<file path="src/rtl/mem_pkg.sv">
// Shared definitions for the memory access unit: access sizes, FSM states and RAM depth.
package mem_pkg;

   localparam int RAM_DEPTH = 256;

   typedef enum logic [1:0] {
      SZ_BYTE = 2'b00,
      SZ_HALF = 2'b01,
      SZ_WORD = 2'b10,
      SZ_RSVD = 2'b11
   } size_t;

   typedef enum logic [1:0] {
      IDLE   = 2'b00,
      ACCESS = 2'b01,
      FINISH = 2'b10
   } state_t;

   // Index of the last byte of an access (N-1); the reserved size never reaches ACCESS.
   function automatic logic [1:0] last_index(input logic [1:0] size);
      case (size)
         SZ_HALF: last_index = 2'd1;
         SZ_WORD: last_index = 2'd3;
         default: last_index = 2'd0;
      endcase
   endfunction

endpackage

</file>
<file path="src/rtl/mem_extend.sv">
// Turns the assembled load bytes into the final 32-bit result (zero or sign extension).
module mem_extend
   import mem_pkg::*;
(
   input  logic [31:0] assembled,
   input  logic [1:0]  size,
   input  logic        sign_ext,
   output logic [31:0] value
);

   // Widen byte and halfword loads; word loads pass through regardless of sign_ext.
   always_comb begin
      value = assembled;
      case (size)
         SZ_BYTE: value = {{24{sign_ext & assembled[7]}}, assembled[7:0]};
         SZ_HALF: value = {{16{sign_ext & assembled[15]}}, assembled[15:0]};
         default: value = assembled;
      endcase
   end

endmodule

</file>
<file path="src/rtl/mem_access_unit.sv">
// Splits byte/halfword/word loads and stores into big-endian single-byte RAM transfers.
module mem_access_unit
   import mem_pkg::*;
#(
   parameter int RAM_DEPTH = mem_pkg::RAM_DEPTH
) (
   input  logic        clk,
   input  logic        rst_n,
   input  logic        start,
   input  logic        rw,
   input  logic [1:0]  size,
   input  logic        sign_ext,
   input  logic [31:0] addr,
   input  logic [31:0] wdata,
   output logic [31:0] rdata,
   output logic        busy,
   output logic        done,
   output logic        fault,
   output logic        mem_enable,
   output logic        mem_read_write,
   output logic [31:0] mem_address,
   output logic [7:0]  mem_data_out,
   input  logic [7:0]  mem_data_in
);

   state_t      state;
   state_t      next_state;
   logic        req_rw;
   logic        req_sign_ext;
   logic        req_fault;
   logic [1:0]  req_size;
   logic [1:0]  count;
   logic [1:0]  last;
   logic [1:0]  byte_sel;
   logic [31:0] req_addr;
   logic [31:0] req_wdata;
   logic [31:0] shift;
   logic [31:0] addr_hold;
   logic [31:0] access_addr;
   logic [31:0] assembled_next;
   logic [31:0] extended;
   logic        accept;
   logic        is_fault;
   logic        last_byte;

   assign accept         = (state == IDLE) && start;
   assign last_byte      = (count == last);
   assign byte_sel       = last - count;
   assign access_addr    = req_addr + {30'b0, count};
   assign assembled_next = {shift[23:0], mem_data_in};
   assign busy           = (state != IDLE);
   assign done           = (state == FINISH);
   assign fault          = done & req_fault;

   // Reject reserved sizes, misaligned halfwords/words and addresses beyond the RAM.
   always_comb begin
      is_fault = 1'b0;
      case (size)
         SZ_BYTE: is_fault = 1'b0;
         SZ_HALF: is_fault = addr[0];
         SZ_WORD: is_fault = |addr[1:0];
         default: is_fault = 1'b1;
      endcase
      if (addr >= 32'(RAM_DEPTH)) begin
         is_fault = 1'b1;
      end
   end

   // State register; reset drops straight back to IDLE.
   always_ff @(posedge clk or negedge rst_n) begin
      if (!rst_n) begin
         state <= IDLE;
      end else begin
         state <= next_state;
      end
   end

   // Next state: faults skip ACCESS, legal requests leave ACCESS after their last byte.
   always_comb begin
      next_state = state;
      unique case (state)
         IDLE:    if (start) next_state = is_fault ? FINISH : ACCESS;
         ACCESS:  if (last_byte) next_state = FINISH;
         FINISH:  next_state = IDLE;
         default: next_state = IDLE;
      endcase
   end

   // Request latch, byte counter, load shift register and result register.
   always_ff @(posedge clk or negedge rst_n) begin
      if (!rst_n) begin
         req_rw       <= 1'b0;
         req_sign_ext <= 1'b0;
         req_fault    <= 1'b0;
         req_size     <= 2'b00;
         req_addr     <= 32'b0;
         req_wdata    <= 32'b0;
         count        <= 2'b00;
         last         <= 2'b00;
         shift        <= 32'b0;
         addr_hold    <= 32'b0;
         rdata        <= 32'b0;
      end else if (accept) begin
         req_rw       <= rw;
         req_sign_ext <= sign_ext;
         req_fault    <= is_fault;
         req_size     <= size;
         req_addr     <= addr;
         req_wdata    <= wdata;
         count        <= 2'b00;
         last         <= last_index(size);
         shift        <= 32'b0;
      end else if (state == ACCESS) begin
         count     <= count + 2'd1;
         addr_hold <= access_addr;
         if (!req_rw) begin
            shift <= assembled_next;
            if (last_byte) begin
               rdata <= extended;
            end
         end
      end
   end

   // RAM-side outputs: one enabled transfer per ACCESS cycle, quiet bus otherwise.
   always_comb begin
      mem_enable     = 1'b0;
      mem_read_write = 1'b0;
      mem_address    = addr_hold;
      mem_data_out   = 8'b0;
      if (state == ACCESS) begin
         mem_enable     = 1'b1;
         mem_read_write = req_rw;
         mem_address    = access_addr;
         if (req_rw) begin
            mem_data_out = req_wdata[{byte_sel, 3'b000} +: 8];
         end
      end
   end

   mem_extend u_extend (
      .assembled (assembled_next),
      .size      (req_size),
      .sign_ext  (req_sign_ext),
      .value     (extended)
   );

endmodule

</file>
<file path="config.mk">
export PLATFORM = sky130hd
export DESIGN_NAME = mem_access_unit
export DESIGN_NICKNAME = d
export VERILOG_FILES = /design/src/rtl/mem_pkg.sv /design/src/rtl/mem_extend.sv /design/src/rtl/mem_access_unit.sv
export SDC_FILE = /design/constraint.sdc
export NUM_CORES = 1
export LEC_CHECK = 0
export ABC_AREA = 1
export BUFFER_PORTS_ARGS = -buffer_cell sky130_fd_sc_hd__buf_4
export CAP_MARGIN = 20
export CORE_MARGIN = 5
export CORE_UTILIZATION = 39
export CTS_CLUSTER_SIZE = 20
export DETAILED_ROUTE_END_ITERATION = 12
export PLACE_DENSITY = 0.62
export SLEW_MARGIN = 0
export SYNTH_ARGS = -nofsm -noshare
export SYNTH_HDL_FRONTEND = slang
export SYNTH_SLANG_ARGS = --single-unit
</file>
<file path="constraint.sdc">
create_clock -name clk -period 4.58 [get_ports clk]
set_input_delay 0.458 -clock clk [delete_from_list [all_inputs] [get_ports clk]]
set_output_delay 0.458 -clock clk [all_outputs]
set_load 0.02 [all_outputs]
</file>
# Word level (Yosys, flattened, before mapping)
# Cells that the tools add are included.
# classes
n_mux,18
n_shift,1
magnitude_cmp,1
reduce_logical,10
n_eq_ne,9
bitwise,5
n_addsub,3
# op_table
operator,count
24-bit two-way mux,3
32-bit case mux with 2 select lines,1
32-bit by 2-bit adder with 32-bit output,1
"32-bit by 9-bit greater-or-equal comparator with 1-bit output, second input constant",1
32-bit two-way mux,1
32-bit by 6-bit indexed part select with 8-bit output,1
8-bit two-way mux,2
2-bit two-way mux,5
2-bit case mux with 2 select lines,2
"2-bit by 1-bit equality test with 1-bit output, second input constant",3
2-bit zero test,3
"2-bit equality test, second input constant",2
"2-bit != test, second input constant",2
2-bit AND reduction,2
4-bit AND reduction,1
2-bit nonzero test,2
1-bit AND,3
1-bit two-way mux,3
1-bit case mux with 3 select lines,1
"2-bit by 1-bit adder with 2-bit output, second input constant",1
2-bit equality test,1
"2-bit by 1-bit != test with 1-bit output, second input constant",1
1-bit NOT,2
2-bit OR reduction,1
other kinds (2),2
# word_totals
word_cells,59
regBits,163

# Longest topological paths before layout
# Gate-level depths: netlist (run 1).
# depth
word_depth,6
ltp_mapped,11
ltp_nobuf,11

# Cells and area by module
# Synthesis (run 1) repeated with hierarchy kept, for this count alone.
# unflattened
cells_unflattened,1061
area_unflattened_um2,8291.7
# by_module_without_submodules
mod,area_per_inst_um2,instances,cells_per_inst
mem_access_unit,7825.0,1,989
mem_extend,466.7,1,72

# Least setup slack after synthesis (run 1)
# No wires, ideal clock.
# synth_path
kind,reg2out
from,register count[0]
to,output port mem_address[12]
t_required_ns,4.122
path_slack_ns,2.232
t_arrival_ns,1.890
path_buffers,0
stages_incl_launch_ff,9
path_cell_list,dfrtp_1 > ha_1 > inv_1 > fa_1 > inv_1 > nand3_1 > nor2_1 > nand2_1 > a31oi_1
# synth_between
elab_chain_cells,2
# synth_rtl
item,line,text
"start, declared",mem_access_unit.sv:32,logic [1:0] count;
"start signal, assigned",mem_access_unit.sv:114,count <= count + 2'd1;
32-bit by 2-bit adder with 32-bit output,mem_access_unit.sv:49,"assign access_addr = req_addr + {30'b0, count};"
32-bit two-way mux,n/a,
"end, declared",mem_access_unit.sv:21,"output logic [31:0] mem_address,"
# No other way between the ends.

# Worst setup path in the final report (run 1)
# layout_path
from,register state[1]
to,output port mem_data_out[2]
# layout_between
elab_chain_cells,2
# layout_rtl
item,line,text
"start, declared",mem_access_unit.sv:26,state_t state;
"start signal, assigned",mem_access_unit.sv:74,state <= next_state;
2-bit by 1-bit equality test with 1-bit output,mem_access_unit.sv:131,if (state == ACCESS) begin
8-bit two-way mux,mem_access_unit.sv:131,
"end, declared",mem_access_unit.sv:22,"output logic [7:0] mem_data_out,"
# No other way between the ends.

==> metrics.txt, run 1 <==
RSZ-0062 raised after global routing false; required time worst endpoint 4.12 ns; Horiz. Die Dim 152 µm; Initial Utilization 39.2%; Final #Nets 1,208; sequential share of the synthesized area 51.9%; H-tree lvl count 4; Worst path max stage delay 0.69 ns; syn_area_per_cell 7.98 µm²; setup slack after layout 1.47 ns; share of layout cells above drive strength 1 20.0%; DP Worst Slack 1.93 ns; CP max-delay cell nor2_1; power share of the clock group 41.0%; post-layout minimum cycle time 3.11 ns; Startpoint Class register; Seq cells post-synth 163; largest net degree at the start of global routing 89; routability congestion estimate 0.905; yosys warns 0; RR Endpoint rdata[30]; HPWL after DPL 15.0 mm; Chip Height 152 µm; Sw Pwr 0.000942 W; Yosys cell types 34; Slew @ Worst Pin 0.950 ns; cts bufs inserted 17; CTS tree built; Finished Core Util 48.7%; Slew headroom 36.5%; final hold violation count 0; initial antenna violation count 0; first-pass detailed-route iteration total 5; reg2reg setup slack 1.97 ns; Pint 0.00238 W; DIE AREA 23,100 µm²; VDD IR max 250 µV; pwr dens 341 nW/µm²; Fillers 2,032; CP Max Fanout 54; Longest Clk Path Bufs 2; crit end category primary output; crit share post-route 67.8%; Hold Path Class in2async; clk_lat worst skew 0.43 ns; WL/cell 14.7 µm; reg2reg path depth 6; Final Skew 0.0106 ns; row count 52; CTS hold repair buffers 0; Max Fclk 0.322 GHz; register share of total power 48.5%; TNS Setup 0 ns; antenna-violating nets left 0; syn nets 1,071; global-route wire length before repair 34.0 mm; Final setup viols 0; Logic pwr share 10.5%; clk slew on worst S/H paths 0.07 ns; WL final 20.6 mm; worst reg2reg startpoint count[0]; Area Growth Syn to Fin 24.1%; Max Slew Vio Count 0; Top delay family on crit path simple AND/OR/NAND/NOR gates; GR Overflow Total 0; status finished clean; io pins 156; critical path cell sequence inv_1 > nand2_2 > nor2_1 > o21ai_0 > a21oi_1 > buf_4; Worst Setup SP state[1]; crit path buf inv count 2; CTS resizes 0; DR iter-0 viols 453; DR vias 6,713; # DRC 0; leakage 4.96 nW; core area 20,000 µm²; CP endpoint mem_data_out[2]; TritonCTS Sinks 163; Vias/cell 4.78; Crit path arrival time 2.65 ns; vias in the first global route 6,554; MaxCap Viol Count 0; Post-CTS Setup Repair Bufs 0; clk root buf clkbuf_16; switch share 28.4%; Port Buffer Count 155; gr usage total 18.0%; critical setup path kind reg2out; Synth Instances 985; post-synthesis cell area 7860 µm²; Critical Path Stages 6; Ant. Diodes 0
registers in the layout, indices dropped and copies added, names as in the netlist:
register      count
addr_hold        32
count             2
last              2
rdata            32
req_addr         32
req_fault         1
req_rw            1
req_sign_ext      1
req_size          2
req_wdata        32
shift            24
state             2
cell usage in the layout (no fill, tap or decap), types with 7 or more instances in the layout:
cell type,count
mux2i_1,8
o21ai_1,7
nand2_1,414
inv_1,63
nor2_4,7
o21ai_0,69
nand3_1,23
nor2_1,78
o22ai_1,16
a31oi_1,10
xor2_1,11
buf_4,155
clkbuf_16,17
nand3b_1,10
a21oi_2,11
dfrtp_1,163
a21oi_1,17
power groups by stage:
stage / Combinational, W / Clock (W) / Sequential, W
3_3_place_gp: 0.000346 / 0 / 0.00164
6_report: 0.000347 / 0.00136 / 0.00161
2_1_floorplan: 0.000225 / 0 / 0.00160
3_5_place_dp: 0.000352 / 0 / 0.00164
4_1_cts: 0.000353 / 0.00139 / 0.00161
5_1_grt: 0.000401 / 0.00146 / 0.00162
worst min-delay path by stage:
stage,slack [ns],endpoint,startpoint,depth (start not counted)
5_1_grt,0.1,rdata[2],rst_n,1
2_1_floorplan,0.16,addr_hold[0],rst_n,0
6_report,0.05,rdata[8],rst_n,1
4_1_cts,0.08,rdata[8],rst_n,1
3_5_place_dp,0.46,addr_hold[21],addr_hold[21],2
3_3_place_gp,0.46,addr_hold[1],addr_hold[1],2
metrics by stage:
step,cells,total power (W),cell area [µm²],hold WS [ns]
floorplan,985,0.00183,7860,0.162
global placement,1373,0.00198,9190,0.456
detailed placement,1373,0.00199,9190,0.462
CTS,1404,0.00336,9750,0.0777
global route,1404,0.00348,9750,0.0990
finish,1404,0.00332,9750,0.0485
final cells by class:
| type | instances | area [µm²] | share of cell area, % |
|---|---|---|---|
| flip-flops and latches | 163 | 4080 | 41.8 |
| multi-input cells | 714 | 3320 | 34.0 |
| repair buffers | 157 | 1190 | 12.3 |
| clock buffers | 17 | 425 | 4.36 |
| well taps | 270 | 338 | 3.46 |
| inverters | 69 | 260 | 2.67 |
| clock inverters | 14 | 136 | 1.40 |
kinds of logic (layout without fill, tap and decap cells):
logic type	after synthesis	count (layout)	synth area share, %
xor gates and xnor gates	14	14	1.66
muxes	8	8	1.02
AOI/OAI and AO/OA	132	132	9.41
buffers and inverters	108	257	5.89
DFF	163	163	51.9
and+or+nand+nor	553	553	28.9
adders and majority gates	7	7	1.21
synth_stat cells, drive strengths merged:
library cell  count  area [µm²]
a21oi            28         181
a31oi            10        62.6
and3              1        6.26
buf              21         135
clkbuf           18        67.6
clkinv            1        5.00
dfrtp           163        4080
fa                1        20.0
ha                6        75.1
inv              68         255
mux2i             8        80.1
nand2           422        1620
nand3            24         133
nand3b           10        75.1
nand4             3        18.8
nor2             90         403
nor3              3        15.0
o21ai            76         380
o21bai            2        15.0
o22ai            16         100
xnor2             2        17.5
xor2             12         113
metal layers:
metal	up-vias	share of wire [%]	global-route usage, %
li1	3381	-	-
met1	3135	48	25.5
met2	172	46	27.7
met3	25	4.4	4.21
met4	0	1.6	5.48
met5	-	0	0
Power figures use the tool's default switching activity.
==> inputs of run 2 (changes only) <==
PLACE_DENSITY = 0.64   (was 0.62)
clock period = 2.85 ns   (was 4.58 ns; I/O delays follow)
==> run 2 against run 1 <==
Total power up 60%. Count of clock-buffer cells in the layout up 2. Clock power up 60%. Cell count up 0.78%. Worst hold slack worse by 0.010 ns.
==> metrics.txt, run 2 (same netlist as run 1, synthesis figures left out) <==
io pins 156 (unchanged); MaxCap Viol Count 0 (unchanged); commonest non-fill, non-tap cells in the layout 413 x nand2_1, 164 x buf_4, 163 x dfrtp_1 (was 414 x nand2_1, 163 x dfrtp_1, 155 x buf_4); clk slew on worst S/H paths 0.07 ns (about the same); critical setup path kind reg2out (unchanged); status finished clean (unchanged); Max Slew Vio Count 0 (unchanged); DR iter-0 viols 471 (was 453); pwr dens 541 nW/µm² (was 341 nW/µm²); TritonCTS Sinks 163 (unchanged); VDD IR max 382 µV (was 250 µV); Max Fclk 0.374 GHz; TNS Setup 0 ns (unchanged); Sw Pwr 0.00150 W (was 0.000942 W); GR Overflow Total 0 (unchanged); Slew @ Worst Pin 0.648 ns (was 0.950 ns); Pint 0.00382 W (was 0.00238 W); Startpoint Class register (unchanged); met3 usage 4.49% (was 4.21%); register share of total power 48.4% (was 48.5%); Final #Nets 1,218 (was 1,208); initial antenna violation count 0 (unchanged); RSZ-0062 raised after global routing false (unchanged); Final Skew 0.00921 ns (was 0.0106 ns); WHS Path Cells 3; share of layout cells above drive strength 1 21.1% (was 20.0%); global-route wire length before repair 34.2 mm (was 34.0 mm); power share of the clock group 40.8% (was 41.0%); hold slack 0.0381 ns (was 0.0485 ns); final hold violation count 0 (unchanged); post-layout minimum cycle time 2.67 ns; HPWL after DPL 15.2 mm (was 15.0 mm); Initial Utilization 39.2% (unchanged); routability congestion estimate 0.872 (was 0.905); Vias/cell 4.74 (was 4.78); Finished Core Util 49.1% (was 48.7%); antenna-violating nets left 0 (unchanged); Area Growth Syn to Fin 25.3% (was 24.1%); first-pass detailed-route iteration total 5 (unchanged); cts bufs inserted 17 (unchanged); Crit path arrival time 2.39 ns (was 2.65 ns); Longest Clk Path Bufs 2 (unchanged); Ant. Diodes 0 (unchanged); Global Route met1 Usage 25.6% (was 25.5%); DR vias 6,710 (was 6,713); Logic pwr share 10.8% (was 10.5%); commonest non-fill, non-tap cell in the layout nand2_1 (unchanged); clk root buf clkbuf_16 (unchanged); core area 20,000 µm² (unchanged); row count 52 (unchanged); vias in the first global route 6,539 (was 6,554); clk_lat worst skew 0.43 ns (about the same); gr usage total 18.1% (was 18.0%); leakage 5.00 nW (was 4.96 nW); WL/cell 14.5 µm (was 14.7 µm); # DRC 0 (unchanged); crit share post-route 93.7%; Final setup viols 0 (unchanged); Hold Path Class in2reg (was in2async); largest net degree at the start of global routing 64 (was 89); Chip Height 152 µm (unchanged); global route hottest layer met2 (unchanged); H-tree lvl count 4 (unchanged); crit end category primary output (unchanged); reg2reg path depth 8 (was 6); DIE AREA 23,100 µm² (unchanged); Slew headroom 56.7% (was 36.5%); CP Max Fanout 5 (was 54); switch share 28.2% (was 28.4%); required time worst endpoint 2.57 ns (was 4.12 ns); WL final 20.6 mm (about the same); CTS tree built (unchanged); Horiz. Die Dim 152 µm (unchanged); Port Buffer Count 155 (unchanged); met2 track demand over resource 28.4% (was 27.7%)
## run 2: changes by cell type in the layout (fill, tap and decap cells not counted), moves of 2 or more
cell      previous run  this run
buf_4              155       164
clkbuf_1             0         2
inv_6                4         6
inv_8                5         3
nor2_1              78        76
nor2_4               7         9
## run 2: layout make-up
type                            count  area, µm²
Clock inverter                     13        115
Multi-Input combinational cell    714       3350
Clock buffer                       19        433
Timing Repair Buffer              167       1270
Inverter                           69        260
Tap cell                          270        338
Sequential cell                   163       4080
Fill cell                        2037      10200
## run 2: per-layer routing
metal | up-vias | routed length (µm)
met4 | 0 | 177
met1 | 3127 | 9650
met3 | 14 | 1140
met5 | - | 0
met2 | 155 | 9620
li1 | 3414 | -
## run 2: power groups by stage
stage                     logic [W]  registers, W  clock network [W]
final                      0.000573       0.00258            0.00217
after global routing       0.000663       0.00260            0.00234
after floorplan            0.000362       0.00257                  0
after CTS                  0.000583       0.00258            0.00222
after detailed placement   0.000580       0.00262                  0
after global placement     0.000575       0.00262                  0
## run 2: final timing paths
check | start | end | slack, ns
max | count[0] | mem_address[12] | 0.18
min | wdata[8] | req_wdata[8] | 0.04
max reg2reg | count[0] | rdata[21] | 0.71
min reg2reg | addr_hold[3] | addr_hold[3] | 0.47
max in group asynchronous | rst_n | req_addr[15] | 1.68
min in group asynchronous | rst_n | rdata[17] | 0.39
## run 2: timing repair
item	in CTS	in global routing
resized for setup	3	7
hold endpoints to repair	57	0
setup buffers	0	1
gates cloned	0	0
hold buffers	1	0
setup endpoints to repair	2	10
## run 2: critical path, stage by stage, from the launching register on
cell     delay [ns]
dfrtp_1        0.41
ha_1           0.20
inv_1          0.06
fa_2           0.37
inv_2          0.10
nand3_2        0.14
nor2_4         0.19
nand2_1        0.10
a31oi_2        0.21
buf_4          0.18
## run 2: per-stage QoR
| stage | std cells | cell area [µm²] | setup WS, ns | power, W |
|---|---|---|---|---|
| floorplan | 985 | 7860 | 0.675 | 0.00293 |
| global placement | 1381 | 9250 | 0.423 | 0.00319 |
| detailed placement | 1381 | 9250 | 0.342 | 0.00320 |
| CTS | 1414 | 9820 | 0.0161 | 0.00538 |
| global route | 1415 | 9850 | 0.0557 | 0.00560 |
| finish | 1415 | 9850 | 0.179 | 0.00533 |
